File: src/rtl/wb_pkg.sv
// Shared definitions for the Wishbone shared-bus interconnect.
//   state_t  : bus FSM encoding (IDLE=0, BUSY=1)
//   TMR_W    : width of the per-transfer ack timeout counter
//   clog2    : ceiling log2 for parameter arithmetic
//   idx_w    : index width for n items, at least 1 bit
//   lane_lsb : base bit of lane k in a bus of packed w-bit lanes
package wb_pkg;

  typedef enum logic {
    IDLE = 1'b0,
    BUSY = 1'b1
  } state_t;

  localparam int unsigned TMR_W = 8;

  function automatic int unsigned clog2(input int unsigned n);
    int unsigned r;
    r = 0;
    while ((32'd1 << r) < n) r++;
    return r;
  endfunction

  // Keeps index ports legal when there is only one item.
  function automatic int unsigned idx_w(input int unsigned n);
    return (n > 1) ? clog2(n) : 1;
  endfunction

  function automatic int unsigned lane_lsb(input int unsigned k, input int unsigned w);
    return k * w;
  endfunction

endpackage

File: src/rtl/wb_rr_arbiter.sv
// Round-robin request picker, purely combinational.
//   req       : one request bit per master
//   ptr       : highest-priority index this round
//   gnt_oh_c  : one-hot winner
//   gnt_idx_c : winner index
//   gnt_any_c : at least one request present
module wb_rr_arbiter
  import wb_pkg::*;
#(
  parameter int unsigned NM = 2,
  localparam int unsigned IW = idx_w(NM)
) (
  input  logic [NM-1:0] req,
  input  logic [IW-1:0] ptr,
  output logic [NM-1:0] gnt_oh_c,
  output logic [IW-1:0] gnt_idx_c,
  output logic          gnt_any_c
);

  // Scan ptr, ptr+1, ... (mod NM); first requester wins.
  always_comb begin
    gnt_oh_c  = '0;
    gnt_idx_c = '0;
    gnt_any_c = 1'b0;
    for (int unsigned i = 0; i < NM; i++) begin
      for (int unsigned j = 0; j < NM; j++) begin
        if (!gnt_any_c && req[j] && (((32'(ptr) + i) % NM) == j)) begin
          gnt_oh_c[j] = 1'b1;
          gnt_idx_c   = IW'(j);
          gnt_any_c   = 1'b1;
        end
      end
    end
  end

endmodule

File: src/rtl/wb_shared_bus.sv
// Wishbone B3 classic shared-bus interconnect: NM masters, NS slaves, one
// shared data path, round-robin arbitration, address-field slave decode,
// error on unmapped addresses and a per-transfer ack timeout.
//   wb_clk_i, wb_rst_i          : clock, async active-high reset
//   m_cyc/stb/we/sel/adr/dat_i  : packed master requests (lane k per master)
//   m_dat_o, m_ack_o, m_err_o   : broadcast read data, per-master ack/err
//   s_cyc_o, s_stb_o            : per-slave cycle/strobe
//   s_we/sel/adr/dat_o          : shared request from the granted master
//   s_dat_i, s_ack_i, s_err_i   : packed slave responses
//   gnt_o                       : registered one-hot grant
module wb_shared_bus
  import wb_pkg::*;
#(
  parameter int unsigned NM      = 2,
  parameter int unsigned NS      = 4,
  parameter int unsigned AW      = 32,
  parameter int unsigned DW      = 32,
  parameter int unsigned SW      = 4,
  parameter int unsigned TIMEOUT = 255
) (
  input  logic                 wb_clk_i,
  input  logic                 wb_rst_i,
  input  logic [NM-1:0]        m_cyc_i,
  input  logic [NM-1:0]        m_stb_i,
  input  logic [NM-1:0]        m_we_i,
  input  logic [NM*DW/8-1:0]   m_sel_i,
  input  logic [NM*AW-1:0]     m_adr_i,
  input  logic [NM*DW-1:0]     m_dat_i,
  output logic [DW-1:0]        m_dat_o,
  output logic [NM-1:0]        m_ack_o,
  output logic [NM-1:0]        m_err_o,
  output logic [NS-1:0]        s_cyc_o,
  output logic [NS-1:0]        s_stb_o,
  output logic                 s_we_o,
  output logic [DW/8-1:0]      s_sel_o,
  output logic [AW-1:0]        s_adr_o,
  output logic [DW-1:0]        s_dat_o,
  input  logic [NS*DW-1:0]     s_dat_i,
  input  logic [NS-1:0]        s_ack_i,
  input  logic [NS-1:0]        s_err_i,
  output logic [NM-1:0]        gnt_o
);

  localparam int unsigned IW   = idx_w(NM);
  localparam int unsigned SELW = DW / 8;

  // Elaboration-time parameter sanity.
  if (NS >= (32'd1 << SW)) begin : g_chk_ns
    $error("NS must be below 2**SW");
  end
  if ((TIMEOUT < 1) || (TIMEOUT > 255)) begin : g_chk_tmo
    $error("TIMEOUT must be in 1..255");
  end
  if ((DW % 8) != 0) begin : g_chk_dw
    $error("DW must be a multiple of 8");
  end

  state_t            state_q, state_d;
  logic [IW-1:0]     g_q, g_d;
  logic [IW-1:0]     rr_q, rr_d;
  logic [TMR_W-1:0]  tmr_q, tmr_d;
  logic [NM-1:0]     gnt_d;

  logic [NM-1:0]     arb_oh;
  logic [IW-1:0]     arb_idx;
  logic              arb_any;

  logic              mcyc, mstb, mwe;
  logic [SELW-1:0]   msel;
  logic [AW-1:0]     madr;
  logic [DW-1:0]     mdat;
  logic [SW-1:0]     sidx;
  logic              mapped;
  logic              sack, serr;
  logic [DW-1:0]     srdat;
  logic              tmo;

  wb_rr_arbiter #(.NM(NM)) u_arb (
    .req       (m_cyc_i),
    .ptr       (rr_q),
    .gnt_oh_c  (arb_oh),
    .gnt_idx_c (arb_idx),
    .gnt_any_c (arb_any)
  );

  // Request fields of the granted master.
  always_comb begin
    mcyc = 1'b0;
    mstb = 1'b0;
    mwe  = 1'b0;
    msel = '0;
    madr = '0;
    mdat = '0;
    for (int unsigned k = 0; k < NM; k++) begin
      if (32'(g_q) == k) begin
        mcyc = m_cyc_i[k];
        mstb = m_stb_i[k];
        mwe  = m_we_i[k];
        msel = m_sel_i[lane_lsb(k, SELW) +: SELW];
        madr = m_adr_i[lane_lsb(k, AW) +: AW];
        mdat = m_dat_i[lane_lsb(k, DW) +: DW];
      end
    end
  end

  assign sidx   = madr[AW-1 -: SW];
  assign mapped = (32'(sidx) < NS);
  assign tmo    = (tmr_q == TMR_W'(TIMEOUT));

  // Response of the decoded slave; all zero when unmapped.
  always_comb begin
    sack  = 1'b0;
    serr  = 1'b0;
    srdat = '0;
    for (int unsigned j = 0; j < NS; j++) begin
      if (mapped && (32'(sidx) == j)) begin
        sack  = s_ack_i[j];
        serr  = s_err_i[j];
        srdat = s_dat_i[lane_lsb(j, DW) +: DW];
      end
    end
  end

  // Next state, bookkeeping and bus routing.
  always_comb begin
    state_d = state_q;
    g_d     = g_q;
    rr_d    = rr_q;
    gnt_d   = gnt_o;
    tmr_d   = '0;
    m_dat_o = '0;
    m_ack_o = '0;
    m_err_o = '0;
    s_cyc_o = '0;
    s_stb_o = '0;
    s_we_o  = 1'b0;
    s_sel_o = '0;
    s_adr_o = '0;
    s_dat_o = '0;

    case (state_q)
      IDLE: begin
        if (arb_any) begin
          g_d     = arb_idx;
          gnt_d   = arb_oh;
          state_d = BUSY;
        end
      end

      BUSY: begin
        s_we_o  = mwe;
        s_sel_o = msel;
        s_adr_o = madr;
        s_dat_o = mdat;
        m_dat_o = srdat;
        for (int unsigned j = 0; j < NS; j++) begin
          if (mapped && (32'(sidx) == j)) begin
            s_cyc_o[j] = mcyc;
            s_stb_o[j] = mstb & ~tmo;
          end
        end
        // Ack beats a coincident timeout; unmapped strobes err at once.
        for (int unsigned k = 0; k < NM; k++) begin
          if (32'(g_q) == k) begin
            m_ack_o[k] = sack;
            m_err_o[k] = serr | (tmo & ~sack) | (mstb & ~mapped);
          end
        end
        // Timer runs only while a mapped strobe waits; tmo itself clears it.
        if (mstb && mapped && !sack && !serr && !tmo) begin
          tmr_d = tmr_q + TMR_W'(1);
        end
        if (!mcyc) begin
          state_d = IDLE;
          rr_d    = IW'((32'(g_q) + 32'd1) % NM);
          gnt_d   = '0;
          tmr_d   = '0;
        end
      end

      default: state_d = IDLE;
    endcase
  end

  always_ff @(posedge wb_clk_i or posedge wb_rst_i) begin
    if (wb_rst_i) begin
      state_q <= IDLE;
      g_q     <= '0;
      rr_q    <= '0;
      tmr_q   <= '0;
      gnt_o   <= '0;
    end else begin
      state_q <= state_d;
      g_q     <= g_d;
      rr_q    <= rr_d;
      tmr_q   <= tmr_d;
      gnt_o   <= gnt_d;
    end
  end

endmodule

File: config.mk
export PLATFORM = sky130hd
export DESIGN_NAME = wb_shared_bus
export DESIGN_NICKNAME = d
export VERILOG_FILES = /design/src/rtl/wb_pkg.sv /design/src/rtl/wb_rr_arbiter.sv /design/src/rtl/wb_shared_bus.sv
export SDC_FILE = /design/constraint.sdc
export NUM_CORES = 1
export LEC_CHECK = 0
export ABC_AREA = 1
export CAP_MARGIN = 30
export CORE_AREA = 2 2 153 155
export DETAILED_ROUTE_END_ITERATION = 6
export DIE_AREA = 0 0 155 157
export PLACE_DENSITY = 0.56
export SYNTH_ARGS = -nofsm -noshare
export SYNTH_HDL_FRONTEND = slang
export SYNTH_HIERARCHICAL = 1
export SYNTH_SLANG_ARGS = --single-unit
File: constraint.sdc
create_clock -name wb_clk_i -period 2.32 [get_ports wb_clk_i]
set_input_delay 0.464 -clock wb_clk_i [delete_from_list [all_inputs] [get_ports wb_clk_i]]
set_output_delay 0.464 -clock wb_clk_i [all_outputs]
set_load 0.05 [all_outputs]
Word level (Yosys, flattened, before mapping) --
Index checks and enable logic that the tools add are counted. W data, S select, Z words.
Word-level totals: bits in registers 13, bits of input ports 280, output and inout port bits 115
Operators by class: add/sub/neg operators 3, order comparisons 1, eq/ne operators 6, mux-type cells 57, bitwise operators 10, reductions and logical operators 27
Operators by type and width (count):
- $mux W32 | 9
- $logic_not A32 Y1 | 2
- $mux W1 | 35
- $mux W8 | 3
- $mux W4 | 4
- $logic_and A1 B1 Y1 | 15
- $add A8 B1 Y8 const B | 1
- $eq A4 B2 Y1 const B | 2
- $eq A8 B8 Y1 const B | 1
- $mux W2 | 4
- $logic_not A1 Y1 | 6
- $reduce_and A2 Y1 | 3
- $not A1 Y1 | 5
- $eq A4 B1 Y1 const B | 1
- $logic_not A4 Y1 | 1
- $lt A4 B3 Y1 const B | 1
- $ne A2 B2 Y1 const B | 2
- $pmux W2 S2 | 1
- $and A1 B1 Y1 | 3
- $add A1 B1 Y1 const B | 2
- $or A1 B1 Y1 | 2
- $pmux W1 S2 | 1

Logic depth before layout (Yosys ltp) --
Gate-level depths: netlist of run 1.
depth after elaboration 17, mapped depth 11, mapped depth without buffers 9

Modules after synthesis --
Netlist of run 1, hierarchy kept.
By module, submodules not included:
- wb_shared_bus | times used 1, cells each 547, area an instance 2994.1 µm², seq. area each 325.3 µm²
- wb_rr_arbiter | times used 1, cells each 7, area an instance 30.0 µm², seq. area each 0.0 µm²

Worst setup path after synthesis of run 1 --
Ideal clock, no wire load.
path type input -> output, start point input port m_adr_i[62], end point output port m_dat_o[10], arrival time 2.131 ns, path slack -0.275 ns, stages 7, path buffers 2, path through nand2_1 nand2_1 nor2_8 buf_6 buf_2 nand3_1 a41oi_1
Between the ends: longest elaborated chain between the ends 8, elaborated cells between the ends (all ways) 15
RTL lines:
- from (decl) | RTL line wb_shared_bus.sv:27 | input logic [NM*AW-1:0] m_adr_i,
- $mux W32 * | RTL line wb_shared_bus.sv:95 | if (32'(g_q) == k) begin
- $lt A4 B3 Y1 / $logic_not A4 Y1 (equally long branches) | RTL line wb_shared_bus.sv:107, wb_shared_bus.sv:116
- $logic_and A1 B1 Y1 | RTL line wb_shared_bus.sv:116 | if (mapped && (32'(sidx) == j)) begin
- $mux W32 (3 in a row) | RTL line wb_shared_bus.sv:116
- $mux W32 * | RTL line wb_shared_bus.sv:116
- $mux W32 * | RTL line wb_shared_bus.sv:141 | case (state_q)
- to (decl) | RTL line wb_shared_bus.sv:29 | output logic [DW-1:0] m_dat_o,
Mark *: on every way between the ends. The rest lies on a longest branch, timed or not.

Worst setup path in the final report of run 1 --
start point register g_q, end point output port m_dat_o[22]
Between the ends: longest elaborated chain between the ends 8, elaborated cells between the ends (all ways) 15
RTL lines:
- from (decl) | RTL line wb_shared_bus.sv:59 | logic [IW-1:0] g_q, g_d;
- from (signal assigned) | RTL line wb_shared_bus.sv:194 | g_q <= g_d;
- $mux W32 * | RTL line wb_shared_bus.sv:95
- $lt A4 B3 Y1 / $logic_not A4 Y1 (equally long branches) | RTL line wb_shared_bus.sv:107, wb_shared_bus.sv:116
- $logic_and A1 B1 Y1 | RTL line wb_shared_bus.sv:116
- $mux W32 (3 in a row) | RTL line wb_shared_bus.sv:116
- $mux W32 * | RTL line wb_shared_bus.sv:116
- $mux W32 * | RTL line wb_shared_bus.sv:141
Marks and branches as above.

==> results of run 1 <==
layout make-up:
type | instances | share of cell area (%)
antenna | 2 | 0.04676
clock buffer | 4 | 0.7364
multi-input combinational | 468 | 32.18
sequential | 13 | 3.051
timing repair buffer | 494 | 59.97
inverter | 18 | 0.6897
tap | 285 | 3.331
through the flow:
step / util (%) / total power, mW / setup TNS [ns] / hold slack [ns]
2_1_floorplan: - / 6.268 / -1.016 / 0.3410
3_3_place_gp: 40.47 / 12.09 / -16.18 / 0.4608
3_5_place_dp: 40.47 / 12.12 / -16.33 / 0.4754
4_1_cts: 46.55 / 14.47 / -10.64 / 0.4832
5_1_grt: 47.55 / 15.32 / -15.10 / 0.4978
6_report: 47.57 / 14.71 / -11.15 / 0.4752
logic make-up after synthesis:
family,count (synthesis),share of synthesized area (%)
adder cells (fa/ha/maj),1,0.4137
AND/OR/NAND/NOR,319,47.91
XOR/XNOR,6,1.738
flip-flops,13,10.76
AO/OA/AOI/OAI,142,27.47
buffers and inverters,73,11.71
power by group through the flow:
stage | sequential, mW | combinational (mW) | clock (mW)
4_1_cts | 0.323 | 13.8 | 0.329
2_1_floorplan | 0.361 | 5.91 | 0
3_5_place_dp | 0.329 | 11.8 | 0
5_1_grt | 0.333 | 14.7 | 0.336
3_3_place_gp | 0.329 | 11.8 | 0
6_report | 0.325 | 14.1 | 0.323
worst paths after layout:
check / startpoint / slack, ns / end / cells past startpoint
min in group asynchronous: wb_rst_i / 0.55 / gnt_o[0]$_DFFE_PP0P_ / 2
worst max-delay path: g_q$_DFFE_PP0P_ / -0.34 / m_dat_o[22] / 11
worst max register to register: g_q$_DFFE_PP0P_ / 0.21 / tmr_q[2]$_DFF_PP0_ / 14
worst min-delay path: tmr_q[0]$_DFF_PP0_ / 0.48 / tmr_q[0]$_DFF_PP0_ / 1
worst min register to register: tmr_q[0]$_DFF_PP0_ / 0.48 / tmr_q[0]$_DFF_PP0_ / 1
max in group asynchronous: wb_rst_i / 1.41 / g_q$_DFFE_PP0P_ / 2
Yosys cell counts:
cell,count,area (µm²)
nand2_1,162,608.1
nand3_1,110,550.5
a21oi_1,71,355.3
o21ai_0,39,195.2
a41oi_1,32,280.3
clkbuf_1,23,86.33
buf_2,19,95.09
nor2_1,19,71.32
inv_1,17,63.81
dfrtp_1,13,325.3
nor2_2,12,75.07
buf_6,6,67.56
nand2_2,5,31.28
buf_1,4,15.01
xor2_1,4,35.03
buf_4,3,22.52
xnor2_1,2,17.52
and3_1,1,6.260
ha_1,1,12.51
inv_2,1,3.750
nand3_2,1,10.01
nand3_4,1,17.52
nand3b_1,1,7.510
nand4_1,1,6.260
nor2_4,1,11.26
nor2_8,1,20.02
nor3_1,1,5.000
nor3_4,1,16.27
or2_1,1,6.260
or2_2,1,6.260
metal layers:
layer / GRT usage (%) / wire length (µm) / vias up / part of all wire [%]
li1: - / - / 2819 / -
met1: 19.95 / 8789 / 2607 / 35
met2: 37.82 / 13650 / 293 / 55
met3: 4.405 / 2051 / 36 / 8.2
met4: 3.616 / 465 / 4 / 1.9
met5: 0 / 26 / - / 0.10
state kept, by name, indices dropped and copies added (netlist names):
| name | count |
|---|---|
| state_q | 1 |
| rr_q | 1 |
| gnt_o | 2 |
| g_q | 1 |
| tmr_q | 8 |
worst register-to-register path: stages, from the launching register on:
cell and delay [ns]:
dfrtp_2 0.48, inv_6 0.12, buf_12 0.13, nand2_4 0.05, nand2_4 0.07, buf_6 0.10
nor2_4 0.06, buf_6 0.13, nand2_4 0.07, nor2_4 0.04, buf_4 0.13, nor3_4 0.25
buf_4 0.16, nand3_4 0.14, nor2_2 0.12
timing repair:
item                                   4_1_cts  5_1_grt
setup buffers                               29        7
endpoints found under the hold margin        0        0
gates cloned                                14        4
setup endpoints to repair                   47       52
pin swaps                                   44       32
resized for setup                          170       41
==> metrics.md, run 1 <==
| Metric | Value |
|---|---|
| Status | `finished with violations` |
| Violated checks | `negative setup slack` |
| #FFs+latches synth | `13` |
| Via density | `4.485` |
| H-tree lvl count | `1` |
| Final setup slack of the worst path | `-0.3420 ns` |
| Setup WS pre-CTS | `-0.4790 ns` |
| Wire per inst | `19.46 µm` |
| Placeable Area | `between 20000 and 25000 µm²` |
| Port bufs | `~390` |
| Max clock buf depth | `2` |
| Syn Nets | `approximately 840` |
| Std cell rows | `55` |
| Slew @ Worst Pin | `a little under 0.5 ns` |
| CTS Buf Count | `3` |
| Syn Inst Count | `554` |
| Mapped Area | `roughly 3000 µm²` |
| Die Footprint | `24340 µm²` |
| Multi-input gate area | `3445 µm²` |
| Fin cells | `1284` |
| Clk_lat worst skew | `~0.24 ns` |
| Combinational share of power | `95.6%` |
| Hold violation count in the final report | `0` |
| Req. time, crit path | `1.86 ns` |
| Worst path bufs/invs | `6` |
| Sequential fraction of the synthesis area | `between 10% and 20%` |
| Critical path capture point type | `output pin` |
| CP max stage delay | `0.47 ns` |
| Hold buffer count at cts | `0` |
| PwrDens | `~1400 nW/µm²` |
| Final ANT Viol Nets | `0` |
| Cell area after layout | `10700 µm²` |
| Grt total ovfl | `0` |
| Initial antenna violation count | `3` |
| Final #Nets | `1279` |
| GRT Util Overall | `18.86%` |
| Lkg Pwr | `3.953 nW` |
| Setup violators final | `44` |
| Die height | `between 150 and 200 µm` |
| Commonest non-fill, non-tap cell in the layout | `clkdlybuf4s50_1` |
| Global-route wire length before repair | `35490 µm` |
| Crit path DAT | `2.20 ns` |
| DP Area | `between 9000 and 10000 µm²` |
| Share of cells above drive strength 1 | `between 40% and 50%` |
| Drt pass-1 iters | `4` |
| Final max-slew violation count | `0` |
| Cell mode on critical path | `buf_12` |
| Switching portion of total power | `about 53%` |
| Area Overhead vs Synth | `254.0%` |
| Clock sinks | `13` |
| Final min period | `2.662 ns` |
| RSZ-0062 raised after global routing | `yes` |
| Initial Utilization | `13.44%` |
| Most frequent cells in the layout | `273 x clkdlybuf4s50_1, 148 x nand2_1, 127 x buf_12` |
| YS warnings | `6` |
| Pint | `6.883 mW` |
| Vias in the first global route | `5974` |
| Setup crit start kind | `flop` |
| Skew final | `0.003990 ns` |
| Root buffer cell | `clkbuf_16` |
| Clock network fraction of total power | `under 10%` |
| CTS clk-pin slew, worst paths | `around 0.040 ns` |
| Placed insts | `around 1.2k` |
| Worst-path maximum fanout | `7` |
| WS Path Type | `flop to output pin` |
| Final period util | `114.7%` |
| DRC viols | `0` |
| CTS tree | `yes` |
| Fmax | `~380 MHz` |
| Final HPWL DP | `around 18000 µm` |
| P_sw | `7.829 mW` |
| Peak supply drop | `slightly above 800 µV` |
| Synth Area per Inst | `5.459 µm²` |
| Top Family by Delay on Critical Path | `buffers and inverters` |
| Routed Wire Length | `24980 µm` |
| RePlAce Congestion | `just under 0.8` |
| Hold WC Path Type | `flop to flop` |
| Register area | `326.6 µm²` |
| I/O pin count | `395` |
| Die width | `155 µm` |
| CP max stage cell | `dfrtp_2` |
| Vias post-DR | `5759` |
| Slew margin rel. | `approximately 67%` |
| Unique masters post-synth | `30` |
| Largest net degree at the start of global routing | `75` |
| Worst path cell trace | `inv_6 > buf_12 > nand2_4 > nand2_4 > buf_6 > nor2_4 > buf_6 > buf_12 > nand3_2 > a41oi_2 > buf_12` |
| Flop pwr share | `about 2.2%` |
| Initial DRC count | `slightly above 300` |
| # fillers | `2099` |
| Number of max-cap violations | `0` |
No activity file was read; power rests on OpenSTA's default activity.
==> run 2, diff against run 1 <==
- SKIP_LAST_GASP: unset -> 1
==> run 2 against run 1 <==
  * The flow still finishes with violations (negative setup slack)
  * Maximum frequency hardly changed
  * Clock-buffer cell count stayed put
  * Final cell count down 0.16%
  * Final area decreased by 1.0%
  * Clock skew fell by 0.0010 ns
  * Non-clock buffer count is 3 lower
  * Wire length is 1.5% lower
  * Critical endpoint is now m_dat_o[19]
  * Largest power group unchanged
==> metrics.md, run 2 (synthesized netlist as in run 1, its figures left out) <==
| Metric | Value |
|---|---|
| Fmax | `375.4 MHz` |
| Placeable Area | `22500 µm²` |
| Vias post-DR | `roughly 5.7k` |
| Port bufs | `394` |
| Clk_lat worst skew | `0.24 ns` |
| Final max-slew violation count | `0` |
| Lkg Pwr | `3.922 nW` |
| Hold buffer count at cts | `0` |
| DRC viols | `0` |
| Share of cells above drive strength 1 | `~40%` |
| Die height | `157 µm` |
| Slew @ Worst Pin | `0.4958 ns` |
| Wire per inst | `19.19 µm` |
| CP max stage delay | `0.46 ns` |
| Routed Wire Length | `between 20000 and 25000 µm` |
| Root buffer cell | `clkbuf_16` |
| Violated checks | `negative setup slack` |
| Most frequent cells in the layout | `273 x clkdlybuf4s50_1, 148 x nand2_1, 127 x buf_12` |
| Placed insts | `1234` |
| Most flops, register | `tmr_q` |
| Peak supply drop | `between 800 and 900 µV` |
| Setup crit start kind | `flop` |
| PwrDens | `1367 nW/µm²` |
| RePlAce Congestion | `0.7941` |
| Drt pass-1 iters | `4` |
| Worst path cell trace | `inv_6 > buf_12 > nand2_4 > nand2_4 > buf_6 > nor2_4 > buf_6 > buf_12 > nand3_2 > a41oi_2 > buf_12` |
| CTS tree | `yes` |
| Die width | `155 µm` |
| CP max stage cell | `dfrtp_2` |
| GRT Util Overall | `18.76%` |
| Final setup slack of the worst path | `-0.3440 ns` |
| Via density | `about 4.5` |
| I/O pin count | `just under 400` |
| Skew final | `0.002984 ns` |
| Critical path capture point type | `output pin` |
| Commonest non-fill, non-tap cell in the layout | `clkdlybuf4s50_1` |
| Hold WC Path Type | `flop to flop` |
| Cell mode on critical path | `buf_12` |
| Die Footprint | `24340 µm²` |
| Final ANT Viol Nets | `0` |
| Top Family by Delay on Critical Path | `buffers and inverters` |
| Req. time, crit path | `1.86 ns` |
| WS Path Type | `flop to output pin` |
| Global-route wire length before repair | `35330 µm` |
| Max FFs per register | `8` |
| Status | `finished with violations` |
| Largest net degree at the start of global routing | `75` |
| Crit path DAT | `2.20 ns` |
| Final period util | `114.8%` |
| Regs by FF count | `tmr_q (8), gnt_o (2)` |
| Clock sinks | `13` |
| Worst hold margin | `around 0.48 ns` |
| Area Overhead vs Synth | `250.4%` |
| Worst path bufs/invs | `6` |
| Initial Utilization | `13.44%` |
| Fin cells | `1282` |
| CTS clk-pin slew, worst paths | `roughly 0.040 ns` |
| Slew margin rel. | `66.91%` |
| Setup violators final | `44` |
| Max clock buf depth | `2` |
| Setup WS pre-CTS | `-0.4790 ns` |
| Worst-path maximum fanout | `7` |
| Initial antenna violation count | `4` |
| Final HPWL DP | `18450 µm` |
| Grt total ovfl | `0` |
| H-tree lvl count | `1` |
| CTS Buf Count | `3` |
| Number of max-cap violations | `0` |
| Final min period | `2.664 ns` |
| Hold violation count in the final report | `0` |
| Std cell rows | `55` |
| Initial DRC count | `~340` |
| Final #Nets | `approximately 1.3k` |
| RSZ-0062 raised after global routing | `yes` |
| Vias in the first global route | `5924` |
==> run 2: cell types whose count changed in the layout (fill, tap and decap cells not counted), sizes merged <==
cell | before | now
buf | 208 | 206
diode | 2 | 3
clkbuf | 7 | 6
==> run 2: final timing paths <==
kind                                    start              endpoint  slack (ns)  cells after the start
max                           g_q$_DFFE_PP0P_           m_dat_o[19]       -0.34                     11
min                        tmr_q[0]$_DFF_PP0_    tmr_q[0]$_DFF_PP0_        0.48                      1
max reg2reg                   g_q$_DFFE_PP0P_    tmr_q[2]$_DFF_PP0_        0.20                     14
min reg2reg                tmr_q[0]$_DFF_PP0_    tmr_q[0]$_DFF_PP0_        0.48                      1
max in group asynchronous            wb_rst_i       g_q$_DFFE_PP0P_        1.41                      2
min in group asynchronous            wb_rst_i  gnt_o[0]$_DFFE_PP0P_        0.55                      2
==> run 2: repair_timing <==
item / in CTS / in global routing
gates resized for setup: 149 / 40
cloned: 14 / 2
pin swaps: 42 / 34
endpoints found under the setup margin: 47 / 77
setup buffers: 29 / 4
==> run 2: layout make-up <==
type	instances	area [µm²]
antenna	3	7.507
multi-input combinational	468	3392
sequential	13	326.6
inverter	18	73.82
clock buffer	4	78.83
tap	285	356.6
timing repair buffer	491	6360
fill	2114	11910
==> run 2: report_power, final <==
part | switching [mW] | leakage (nW) | total [mW] | internal [mW]
Clock | 0.0911 | 0.0382 | 0.322 | 0.231
Combinational | 7.58 | 3.71 | 13.8 | 6.26
Sequential | 0.0490 | 0.172 | 0.324 | 0.275
Total | 7.72 | 3.92 | 14.5 | 6.76
==> run 2: through the flow <==
step	util, %	TNS (ns)	cell area (µm²)	power, mW
finish	47.08	-10.98	10600	14.49
global route	47.06	-15.35	10590	15.11
CTS	46.14	-11.39	10380	14.37
detailed placement	40.47	-16.33	9106	12.12
global placement	40.47	-16.18	9106	12.09
floorplan	-	-1.016	3413	6.268
==> run 2: per-layer routing <==
metal | GRT usage, % | wire length, µm
met4 | 3.571 | 419
met5 | 0 | 26
met3 | 4.213 | 2000
met2 | 37.35 | 13230
met1 | 20.18 | 8923
==> run 2: worst register-to-register path, stage by stage (launching register included) <==
cell and delay, ns:
dfrtp_2 0.47, inv_6 0.12, buf_12 0.13, nand2_4 0.05, nand2_4 0.07, buf_6 0.10
nor2_4 0.06, buf_6 0.13, nand2_4 0.07, nor2_4 0.04, buf_4 0.13, nor3_4 0.25
buf_4 0.16, nand3_4 0.14, nor2_2 0.13
==> run 3, diff against run 2 <==
- HOLD_SLACK_MARGIN: unset -> 0.05
- clock period: 2.32 -> 2.6 ns (I/O delays scaled with it)
==> run 3 against run 2 <==
  * The run still ends with negative setup slack left
  * Die area is the same
  * Wire length shrank 4.6%
  * Sequential power shrank 9.0%
  * Final cell count shrank 1.0%
  * Clock skew shrank 0.0018 ns
  * Final area shrank 1.2%
==> metrics.md, run 3 (synthesized netlist as in run 1, its figures left out) <==
| Metric | Value |
|---|---|
| Peak supply drop | `684.2 µV` |
| Initial antenna violation count | `2` |
| Drt pass-1 iters | `4` |
| CTS Buf Count | `3` |
| Final min period | `between 2 and 3 ns` |
| Hold WC Path Type | `flop to flop` |
| Die width | `155 µm` |
| Initial DRC count | `~330` |
| Max FFs per register | `8` |
| Req. time, crit path | `2.08 ns` |
| Most frequent cells in the layout | `273 x clkdlybuf4s50_1, 149 x nand2_1, 131 x buf_12` |
| Slew margin rel. | `between 50% and 60%` |
| Fin cells | `1269` |
| RSZ-0062 raised after global routing | `yes` |
| Worst hold margin | `0.4692 ns` |
| Most flops, register | `tmr_q` |
| Critical path capture point type | `output pin` |
| Placed insts | `1223` |
| Tot Pwr | `about 13 mW` |
| Final setup slack of the worst path | `-0.06651 ns` |
| I/O pin count | `395` |
| PwrDens | `1220 nW/µm²` |
| Routed Wire Length | `23460 µm` |
| Crit path DAT | `2.15 ns` |
| Violated checks | `negative setup slack` |
| Clk_lat worst skew | `between 0.2 and 0.25 ns` |
| Final #Nets | `1264` |
| H-tree lvl count | `1` |
| Regs by FF count | `tmr_q (8), gnt_o (2)` |
| # fillers | `2143` |
| Global-route wire length before repair | `32850 µm` |
| Skew final | `approximately 0.0012 ns` |
| Final ANT Viol Nets | `0` |
| Worst path cell trace | `inv_6 > buf_12 > nand2_1 > nand2_2 > nor2_4 > buf_4 > buf_12 > nand3_1 > a41oi_4 > buf_12` |
| Setup violators final | `23` |
| Commonest non-fill, non-tap cell in the layout | `clkdlybuf4s50_1` |
| Vias post-DR | `roughly 5.8k` |
| Largest net degree at the start of global routing | `63` |
| Status | `finished with violations` |
| Die height | `roughly 160 µm` |
| Initial Utilization | `around 13%` |
| Via density | `4.541` |
| Lkg Pwr | `slightly below 4 nW` |
| Final max-slew violation count | `0` |
| Final HPWL DP | `17270 µm` |
| Combinational share of power | `95.5%` |
| CTS clk-pin slew, worst paths | `roughly 0.04 ns` |
| Final period util | `102.6%` |
| Port bufs | `394` |
| Cell area after layout | `~10000 µm²` |
| Std cell rows | `55` |
| WS Path Type | `flop to output pin` |
| CP max stage delay | `0.46 ns` |
| Area Overhead vs Synth | `246.3%` |
| Worst-path maximum fanout | `8` |
| Slew @ Worst Pin | `0.6828 ns` |
| CP max stage cell | `dfrtp_2` |
| Multi-input gate area | `3388 µm²` |
| RePlAce Congestion | `0.8026` |
| Share of cells above drive strength 1 | `35.64%` |
| Pint | `5.990 mW` |
| Switching portion of total power | `53.11%` |
| CTS tree | `yes` |
| Fmax | `approximately 380 MHz` |
| Die Footprint | `24340 µm²` |
| DP Area | `8894 µm²` |
| Root buffer cell | `clkbuf_16` |
| P_sw | `between 6 and 7 mW` |
| Cell mode on critical path | `buf_12` |
| Wire per inst | `18.48 µm` |
| Setup crit start kind | `flop` |
| Vias in the first global route | `5940` |
| Max clock buf depth | `2` |
| Placeable Area | `between 20000 and 25000 µm²` |
| Hold violation count in the final report | `0` |
| GRT Util Overall | `17.16%` |
| Register area | `326.6 µm²` |
| DRC viols | `0` |
| Grt total ovfl | `0` |
| Clock network fraction of total power | `2.2%` |
| Clock sinks | `13` |
| Number of max-cap violations | `0` |
| Flop pwr share | `2.3%` |
run 3: cell types whose count changed in the layout (fill, tap and decap cells not counted), moves of 4 or more:
| cell | before | now |
|---|---|---|
| buf_16 | 11 | 7 |
| o21ai_2 | 2 | 22 |
| nand3_1 | 63 | 70 |
| buf_4 | 47 | 34 |
| buf_12 | 127 | 131 |
| nor2_4 | 12 | 7 |
| a41oi_2 | 24 | 7 |
| a41oi_4 | 8 | 25 |
| o21ai_0 | 28 | 5 |
| a21oi_1 | 25 | 70 |
| nand3_4 | 10 | 6 |
| a21oi_2 | 44 | 1 |
run 3: critical path, delay by kind of cell (launching register included):
kind                   cells  cell delay, ns
AOI/OAI and AO/OA          1            0.29
buffers and inverters      5            0.64
DFF                        1            0.46
and+or+nand+nor            4            0.50
run 3: timing repair:
| item | CTS | global route |
|---|---|---|
| cloned | 11 | 4 |
| pin swaps | 34 | 18 |
| endpoints found under the setup margin | 44 | 44 |
| resized for setup | 135 | 88 |
| buffers inserted | 24 | 4 |
| hold buffers | 0 | 0 |
run 3: metrics by stage:
| stage | setup TNS (ns) | setup slack, ns | util [%] |
|---|---|---|---|
| finish | -0.5831 | -0.06651 | 46.53 |
| global route | -3.284 | -0.1430 | 46.53 |
| CTS | -0.8247 | -0.05387 | 44.11 |
| detailed placement | -8.874 | -0.2813 | 39.52 |
| global placement | -8.805 | -0.2831 | 39.52 |
| floorplan | -0.3423 | -0.08557 | - |
run 3: path summary, 6_finish.rpt:
kind | endpoint | from | cells after the start | slack [ns]
max | m_dat_o[21] | g_q$_DFFE_PP0P_ | 10 | -0.07
min | tmr_q[0]$_DFF_PP0_ | tmr_q[0]$_DFF_PP0_ | 1 | 0.47
max reg2reg | tmr_q[4]$_DFF_PP0_ | g_q$_DFFE_PP0P_ | 13 | 0.59
min reg2reg | tmr_q[0]$_DFF_PP0_ | tmr_q[0]$_DFF_PP0_ | 1 | 0.47
max in group asynchronous | g_q$_DFFE_PP0P_ | wb_rst_i | 2 | 1.63
min in group asynchronous | tmr_q[6]$_DFF_PP0_ | wb_rst_i | 2 | 0.61
run 3: power by group through the flow:
stage	Clock (mW)	Combinational, mW	Sequential [mW]
2_1_floorplan	0	5.05	0.322
3_3_place_gp	0	10.2	0.294
3_5_place_dp	0	10.3	0.295
4_1_cts	0.288	11.7	0.294
5_1_grt	0.301	12.7	0.302
6_report	0.283	12.2	0.295
run 3: area by class of cell:
| cell class | instances | area share (%) |
|---|---|---|
| tap | 285 | 3.405 |
| clock buffer | 4 | 0.7528 |
| antenna | 2 | 0.04780 |
| multi-input combinational | 469 | 32.36 |
| inverter | 18 | 0.6930 |
| timing repair buffer | 478 | 59.62 |
| sequential | 13 | 3.119 |
run 3: routing by layer:
metal  up-vias  global-route usage, %  share of wire (%)
li1       2790                      -                  -
met1      2655                  18.75                 36
met2       286                  32.78                 53
met3        32                  4.460                8.2
met4         0                  4.409                2.4
met5         -                      0                  0
